==> src/rtl/ibus_dbus_arbiter.sv <==
// ibus_dbus_arbiter
//   Shares the core's single memory port between the instruction-fetch bus
//   and the data bus. It keeps at most one single-beat transaction in flight
//   and sends the response back to the requester that owns it. Data requests
//   have priority. A saturating counter of consecutive data grants makes sure
//   a pending instruction fetch is served after at most DMAX data grants.
//
// Parameters
//   DMAX : data grants allowed in a row while a fetch is waiting (1..15)
//   AW   : address width
//
// Ports
//   clk, reset (async, active-low)
//   ireq_* / iresp_* : instruction requester (valid held until data_ok)
//   dreq_* / dresp_* : data requester (valid held until data_ok)
//   mreq_*           : memory request. Driven only from registered fields.
//   mresp_*          : memory completion pulse and read data
module ibus_dbus_arbiter #(
  parameter int DMAX = 4,
  parameter int AW   = 64
) (
  input  logic          clk,
  input  logic          reset,
  input  logic          ireq_valid,
  input  logic [AW-1:0] ireq_addr,
  output logic          iresp_addr_ok,
  output logic          iresp_data_ok,
  output logic [31:0]   iresp_data,
  input  logic          dreq_valid,
  input  logic [AW-1:0] dreq_addr,
  input  logic [2:0]    dreq_size,
  input  logic [7:0]    dreq_strobe,
  input  logic [63:0]   dreq_data,
  output logic          dresp_addr_ok,
  output logic          dresp_data_ok,
  output logic [63:0]   dresp_data,
  output logic          mreq_valid,
  output logic [AW-1:0] mreq_addr,
  output logic [2:0]    mreq_size,
  output logic [7:0]    mreq_strobe,
  output logic [63:0]   mreq_data,
  input  logic          mresp_ready,
  input  logic [63:0]   mresp_data
);

  typedef enum logic [1:0] {IDLE, IBUSY, DBUSY} st_t;

  localparam logic [3:0] DMAX_C = 4'(DMAX);

  st_t           st_q, st_d;
  logic [3:0]    dcnt_q, dcnt_d;
  logic [AW-1:0] addr_q, addr_d;
  logic [2:0]    size_q, size_d;
  logic [7:0]    strobe_q, strobe_d;
  logic [63:0]   wdata_q, wdata_d;
  // High only in the first cycle of a transaction. It drives the addr_ok pulse.
  logic          aok_q, aok_d;

  // Next-state, arbitration and capture of the request fields
  always_comb begin
    st_d     = st_q;
    dcnt_d   = dcnt_q;
    addr_d   = addr_q;
    size_d   = size_q;
    strobe_d = strobe_q;
    wdata_d  = wdata_q;
    aok_d    = 1'b0;
    case (st_q)
      IDLE: begin
        if (dreq_valid && !(ireq_valid && dcnt_q == DMAX_C)) begin
          st_d     = DBUSY;
          addr_d   = dreq_addr;
          size_d   = dreq_size;
          strobe_d = dreq_strobe;
          wdata_d  = dreq_data;
          aok_d    = 1'b1;
          // Count only data grants that pass over a waiting fetch.
          if (!ireq_valid)            dcnt_d = 4'd0;
          else if (dcnt_q < DMAX_C)   dcnt_d = dcnt_q + 4'd1;
        end else if (ireq_valid) begin
          st_d     = IBUSY;
          addr_d   = ireq_addr;
          size_d   = 3'd2;
          strobe_d = 8'h00;
          wdata_d  = 64'h0;
          aok_d    = 1'b1;
          dcnt_d   = 4'd0;
        end
      end
      IBUSY, DBUSY: begin
        if (mresp_ready) st_d = IDLE;
      end
      default: st_d = IDLE;
    endcase
  end

  always_ff @(posedge clk or negedge reset) begin
    if (!reset) begin
      st_q     <= IDLE;
      dcnt_q   <= 4'd0;
      addr_q   <= '0;
      size_q   <= 3'd0;
      strobe_q <= 8'h00;
      wdata_q  <= 64'h0;
      aok_q    <= 1'b0;
    end else begin
      st_q     <= st_d;
      dcnt_q   <= dcnt_d;
      addr_q   <= addr_d;
      size_q   <= size_d;
      strobe_q <= strobe_d;
      wdata_q  <= wdata_d;
      aok_q    <= aok_d;
    end
  end

  // Outputs depend only on registered state and the memory response.
  // In IDLE every output is forced to zero.
  always_comb begin
    mreq_valid    = 1'b0;
    mreq_addr     = '0;
    mreq_size     = 3'd0;
    mreq_strobe   = 8'h00;
    mreq_data     = 64'h0;
    iresp_addr_ok = 1'b0;
    iresp_data_ok = 1'b0;
    iresp_data    = 32'h0;
    dresp_addr_ok = 1'b0;
    dresp_data_ok = 1'b0;
    dresp_data    = 64'h0;
    if (st_q != IDLE) begin
      mreq_valid  = 1'b1;
      mreq_addr   = addr_q;
      mreq_size   = size_q;
      mreq_strobe = strobe_q;
      mreq_data   = wdata_q;
    end
    if (st_q == IBUSY) begin
      iresp_addr_ok = aok_q;
      iresp_data_ok = mresp_ready;
      if (mresp_ready) iresp_data = addr_q[2] ? mresp_data[63:32] : mresp_data[31:0];
    end
    if (st_q == DBUSY) begin
      dresp_addr_ok = aok_q;
      dresp_data_ok = mresp_ready;
      if (mresp_ready) dresp_data = mresp_data;
    end
  end

endmodule

==> config.mk <==
export PLATFORM = sky130hd
export DESIGN_NAME = ibus_dbus_arbiter
export DESIGN_NICKNAME = d
export VERILOG_FILES = /design/src/rtl/ibus_dbus_arbiter.sv
export SDC_FILE = /design/constraint.sdc
export NUM_CORES = 1
export LEC_CHECK = 0
export CORE_AREA = 2 2 200 202
export CTS_BUF_LIST = sky130_fd_sc_hd__clkbuf_8
export CTS_CLUSTER_SIZE = 20
export DETAILED_ROUTE_END_ITERATION = 7
export DIE_AREA = 0 0 202 204
export MAX_ROUTING_LAYER = met4
export SETUP_SLACK_MARGIN = 0.15
export SYNTH_ARGS = -nofsm -noshare
export SYNTH_HDL_FRONTEND = slang
export SYNTH_SLANG_ARGS = --single-unit
==> constraint.sdc <==
create_clock -name clk -period 4.96 [get_ports clk]
set_input_delay 0.496 -clock clk [delete_from_list [all_inputs] [get_ports clk]]
set_output_delay 0.496 -clock clk [all_outputs]
set_load 0.005 [all_outputs]
==> impl_metrics.yaml <==
sta:
  drv_slew: 0
  setup_violations: 0
  tightest_slew_ps: 1156
  hold_violations: 0
  max_freq_mhz: 310.1
  finalCriticalPeriod_ps: 3225
  finalCritPeriodShare_pct: 65.02
  setup_slack_ps: 1735
  finalClockSkew_ps: 19.02
  rsz0062_at_grt: "no"
  slew_headroom_pct: 22.97
  tns_ps: 0
synthesis:
  syn-num-nets: 1008
  synth_seq_cells: 146
  avgSynthCellArea_um2: 10.49
  yosysTopAreaCellShare_pct: 47.65
  synth-main-ff-cell: "dfrtp_1"
  synthTopCellsByCount: "dfrtp_1 (146), a22o_1 (142), nor2b_1 (139)"
  syn_inst: 731
  yosysWarnings: 0
  synthArstFlopShare_pct: 100.0
  synthTopCellsByArea: "dfrtp_1 (48%), a22o_1 (16%), nor2b_1 (11%)"
  synth_largest_area_cell: "dfrtp_1"
  seq_area_frac_synth_pct: 47.65
  synth-edff-count: 0
  synth_area_mm2: 0.007667
  synth.distinct_cells: 26
  yosysMostFrequentCell: "dfrtp_1"
route:
  drc: 0
  wirelength_mm: 34.54
  ant_nets: 0
  viasPerCell: 4.377
  drt_pre_antenna_iters: 4
  dr_total_vias: 7634
  drt-initial-drc-count: 369
  wl_per_cell_um: 19.80
cells_and_area:
  nets: 1475
  final_cells: 1744
  area_growth_syn_to_layout_pct: 78.25
  drive_gt1_share_pct: 4.377
  fillers: 3962
pwr:
  p_total_mw: 6.971
  max-vdd-ir-drop_uv: 236.0
  power.density_mw_per_mm2: 510.1
  leakage_nw: 6.043
cts:
  htreeDepth: 4
  post_cts_buffers: 0
  worst_skew_pair.late_latency_ps: 490
  post_cts_resized: 0
  clock_path_buffers: 2
  ctsHoldBuffers: 0
  cts_tree: "done"
  clk_pin_slew_ps: 100
  cts_inserted_buffers: 17
  clock_sinks: 146
  clockRootBuffer: "clkbuf_8"
global_routing:
  grt_pass1_wl_mm: 50.22
  gr-usage-all-layers_pct: 16.63
  grt_antenna_before_repair: 9
  grt_max_degree: 97
  first_global_vias: 7982
  grt-ovfl-total: 0
setup_path:
  crit_type: "reg -> out"
  reg2reg_to: "addr_q[13]"
  r2r_start: "st_q[0]"
  worstPathRequired_ps: 4460
  worstPathMaxFanout: 43
  cp-start-kind: "flip-flop"
  endpoint_kind: "output pin"
  cp_data_arrival_time_ps: 2730
  rrSetupSlack_ps: 2320
  r2r_cells: 7
place:
  gp_congestion: 0.9240
  dp_hpwl_mm: 25.95
  port_buffers: 511
  place_ws_ps: 2153
  dp.cells: 1704
die:
  core_mm2: 0.03918
  chipWidth_um: 202
  start_util_pct: 19.57
  num_rows: 73
  die-area_mm2: 0.04121
  fp.dieH_um: 204
  io_pins: 512
min_path:
  hold_path_class: "in -> async"
outcome:
  outcome: "completed"
run:
  cap_violations: 0
-- per-stage QoR --
stage | utilization, % | instance area (µm²) | hold slack (ps)
after floorplan | - | 7667 | 200.4
after global routing | 34.87 | 13660 | 51.81
after CTS | 34.83 | 13650 | 29.91
after detailed placement | 33.82 | 13250 | 482.5
final | 34.88 | 13670 | 32.40
after global placement | 33.82 | 13250 | 481.4
-- where the power goes --
| group | internal, mW | switching [mW] |
|---|---|---|
| Sequential | 1.77 | 0.363 |
| Clock | 0.451 | 0.536 |
| Combinational | 2.23 | 1.62 |
-- worst max path at each step --
stage | depth (start not counted) | slack [ps] | end | from
after floorplan | 6 | 3100 | mreq_addr[0] | st_q[0]
after global placement | 6 | 2170 | addr_q[10] | dreq_valid
after detailed placement | 6 | 2150 | addr_q[20] | dreq_valid
after CTS | 5 | 1580 | mreq_addr[8] | st_q[0]
after global routing | 5 | 1480 | mreq_addr[8] | st_q[0]
final | 5 | 1730 | mreq_addr[8] | st_q[0]
-- flip-flops by register name, indices dropped and copies added (netlist names) --
register,cells
wdata_q,64
dcnt_q,4
st_q,2
addr_q,64
strobe_q,8
aok_q,1
size_q,3
-- final cells by class --
class / count / area (µm²) / area share, %
repair buffers: 523 / 5226 / 38.24
multi-input cells: 501 / 3681 / 26.93
flip-flops and latches: 146 / 3655 / 26.74
well taps: 525 / 656.9 / 4.806
clock buffers: 17 / 234.0 / 1.712
clock inverters: 15 / 160.2 / 1.172
inverters: 9 / 33.78 / 0.2472
diodes: 8 / 20.02 / 0.1465
-- metal layers --
layer	wire length, µm	vias to the layer above	global-route usage [%]
met5	0	-	-
met4	1106	0	7.169
met3	2258	42	4.528
met2	17860	344	28.67
met1	13310	3709	18.01
li1	-	3539	-
-- critical path: stages, from the launching register on --
cell and delay [ps]:
dfrtp_1 420, inv_1 130, ha_4 440, buf_4 520, nor2b_1 140, clkdlybuf4s50_1 550
-- cells in the final DEF, fill, tap and decap left out, drive strengths merged --
| cell type | n |
|---|---|
| mux2 | 1 |
| a21boi | 1 |
| o21ai | 3 |
| dfrtp | 146 |
| diode | 8 |
| a31oi | 1 |
| nor4 | 1 |
| bufinv | 2 |
| nand2 | 5 |
| clkinv | 5 |
| clkbuf | 17 |
| and2 | 3 |
| xor2 | 1 |
| nor2 | 33 |
| nand2b | 1 |
| and3 | 64 |
| clkdlybuf4s50 | 509 |
| nor2b | 140 |
| mux2i | 32 |
| buf | 14 |
| ha | 5 |
| clkinvlp | 4 |
| o31ai | 1 |
| a21o | 64 |
| a21oi | 3 |
| inv | 13 |
| a22o | 142 |
-- cells by family after synthesis --
kind of cell,after synthesis,synth area share (%)
AOI/OAI and AO/OA,215,23.24
xor gates and xnor gates,1,0.1143
adders and majority gates,5,0.8159
buffers and inverters,84,4.912
DFF,146,47.65
muxes,33,4.324
and+or+nand+nor,247,18.95
No activity file was read; power rests on OpenSTA's default activity.
==> RTL change, RTL diff (same flow settings) <==
The 3 values of `st_t` get a one-hot encoding in 3 bits.
--- a/src/rtl/ibus_dbus_arbiter.sv
+++ b/src/rtl/ibus_dbus_arbiter.sv
@@ -43,7 +43,7 @@
   input  logic [63:0]   mresp_data
 );
 
-  typedef enum logic [1:0] {IDLE, IBUSY, DBUSY} st_t;
+  typedef enum logic [2:0] {IDLE = 3'b001, IBUSY = 3'b010, DBUSY = 3'b100} st_t;
 
   localparam logic [3:0] DMAX_C = 4'(DMAX);
 
Check against the original RTL: no difference found for any inputs over 4 cycles, from zero or initial values and one cycle with reset low; so few cycles prove little.
==> RTL change against the original RTL <==
Power is 6.4% higher. Largest power group unchanged. Final area is 0.61% higher. Setup slack worse by 0.25 ns. Sequential cell count is 1 higher. Area after synthesis is 1.2% higher. Sequential share of layout area hardly changed. Synthesized cell count is 18% higher. Wire length is 2.8% higher.
==> RTL change: results <==
export IMPL_grt_max_degree=93
export IMPL_r2r_end="addr_q[24]"
export IMPL_synth_adder_area_share_pct=0.322
export IMPL_synth_seq_area_share_pct=47.4
export IMPL_synth_mux_area_share_pct=4.40
export IMPL_grt_pass1_vias=8440
export IMPL_fin_nets=1601
export IMPL_synth_cell_types=31
export IMPL_synthTopCellsByArea="dfrtp_1 47%, nor2b_1 11%, a21oi_1 8.5%"
export IMPL_viasPerCell=4.33
export IMPL_rr_worst_depth=6
export IMPL_fill_cells=4012
export IMPL_critical_path_slowest_cell="buf_4"
export IMPL_antenna_found_initial=6
export IMPL_outcome="finished clean"
export IMPL_rrSetupSlack_ns=2.40
export IMPL_first_pass_iters=5
export IMPL_track_usage_pct=17.3
export IMPL_place_congestion=0.886
export IMPL_p_leak_nw=5.62
export IMPL_final_setup_skew_ns=0.0108
export IMPL_endpoint="mreq_strobe[5]"
export IMPL_min_path_type="flip-flop to flip-flop"
export IMPL_crit_start="st_q[0]"
export IMPL_worstSkewPairLatency_ns=0.47
export IMPL_drt_iter0_markers=442
export IMPL_crit_fanout=92
export IMPL_max_slew_margin_pct=30.5
export IMPL_synth_xor_area_share_pct=0
export IMPL_peakVddDrop_mv=0.286
export IMPL_critPathMaxStageDelay_ns=0.77
export IMPL_yosys_top_cells_count="146 x dfrtp_1, 132 x a21oi_1, 132 x nor2b_1"
export IMPL_dp_hpwl_um=25900
export IMPL_cp_arrival_ns=2.98
export IMPL_synth_fp_nets=1134
export IMPL_layout_drive_gt1_share_pct=4.03
export IMPL_wl_per_cell_um=19.0
[RTL change: cell count changes after synthesis, sizes merged, moves of 3 or more]
cell,change
nand2,+63
a21oi,+129
and2b,+7
a21o,-64
and3,-63
buf,-7
and2,+63
clkbuf,+7
a22o,-68
nor2,+68
nor2b,-8
ha,-3
[RTL change: worst max-delay path, delay by kind of cell, from the launching register on]
kind / cells / cell delay (ns)
buffers and inverters: 2 / 1.28
and+or+nand+nor: 2 / 0.51
DFF: 1 / 0.60
[RTL change: cell type report]
cell class	count	area, sq um	share of cell area, %
Timing Repair Buffer	523	5210	37.9
Multi-Input combinational cell	631	3740	27.2
Sequential cell	147	3680	26.8
Tap cell	525	657	4.78
Clock buffer	18	248	1.80
Clock inverter	14	175	1.27
Inverter	7	26.3	0.191
Antenna cell	4	10.0	0.0728
[RTL change: how the worst min path moves through the flow]
| stage | start | end | slack (ns) | cells past startpoint |
|---|---|---|---|---|
| after global placement | wdata_q[51] | wdata_q[51] | 0.48 | 1 |
| after floorplan | reset | addr_q[0] | 0.20 | 0 |
| after global routing | ireq_addr[61] | addr_q[61] | 0.50 | 3 |
| after detailed placement | wdata_q[25] | wdata_q[25] | 0.48 | 1 |
| final | wdata_q[34] | wdata_q[34] | 0.50 | 1 |
| after CTS | ireq_addr[2] | addr_q[2] | 0.48 | 3 |
[RTL change: cell families after synthesis]
| family | after synthesis |
|---|---|
| compound gates | 211 |
| fa+ha+maj | 2 |
| buf+inv | 82 |
| flops | 147 |
| mux | 34 |
| simple gates | 384 |
[RTL change: per-stage QoR]
| step | instances | worst slack, ns | power (mW) | cell area, sq um |
|---|---|---|---|---|
| floorplan | 860 | 2.90 | 4.13 | 7760 |
| global placement | 1832 | 1.77 | 6.39 | 13300 |
| detailed placement | 1832 | 1.82 | 6.42 | 13300 |
| CTS | 1865 | 1.39 | 7.53 | 13700 |
| global route | 1868 | 1.30 | 7.97 | 13700 |
| finish | 1869 | 1.48 | 7.42 | 13800 |
[RTL change: power breakdown]
part / internal, mW / leakage, nW / switching (mW)
Clock: 0.520 / 0.218 / 0.531
Sequential: 1.75 / 1.78 / 0.351
Combinational: 2.34 / 3.62 / 1.92
Total: 4.61 / 5.62 / 2.80
[RTL change: timing repair]
action | 4_1_cts | 5_1_grt
hold endpoints to repair | 2 | 0
hold buffers | 1 | 0
gates resized for setup | 0 | 0
[RTL change: layer usage]
| layer | GRT usage [%] | routed length, um |
|---|---|---|
| met5 | - | 0 |
| met4 | 7.14 | 1190 |
| met3 | 4.37 | 2460 |
| met2 | 29.1 | 17800 |
| met1 | 19.7 | 14100 |
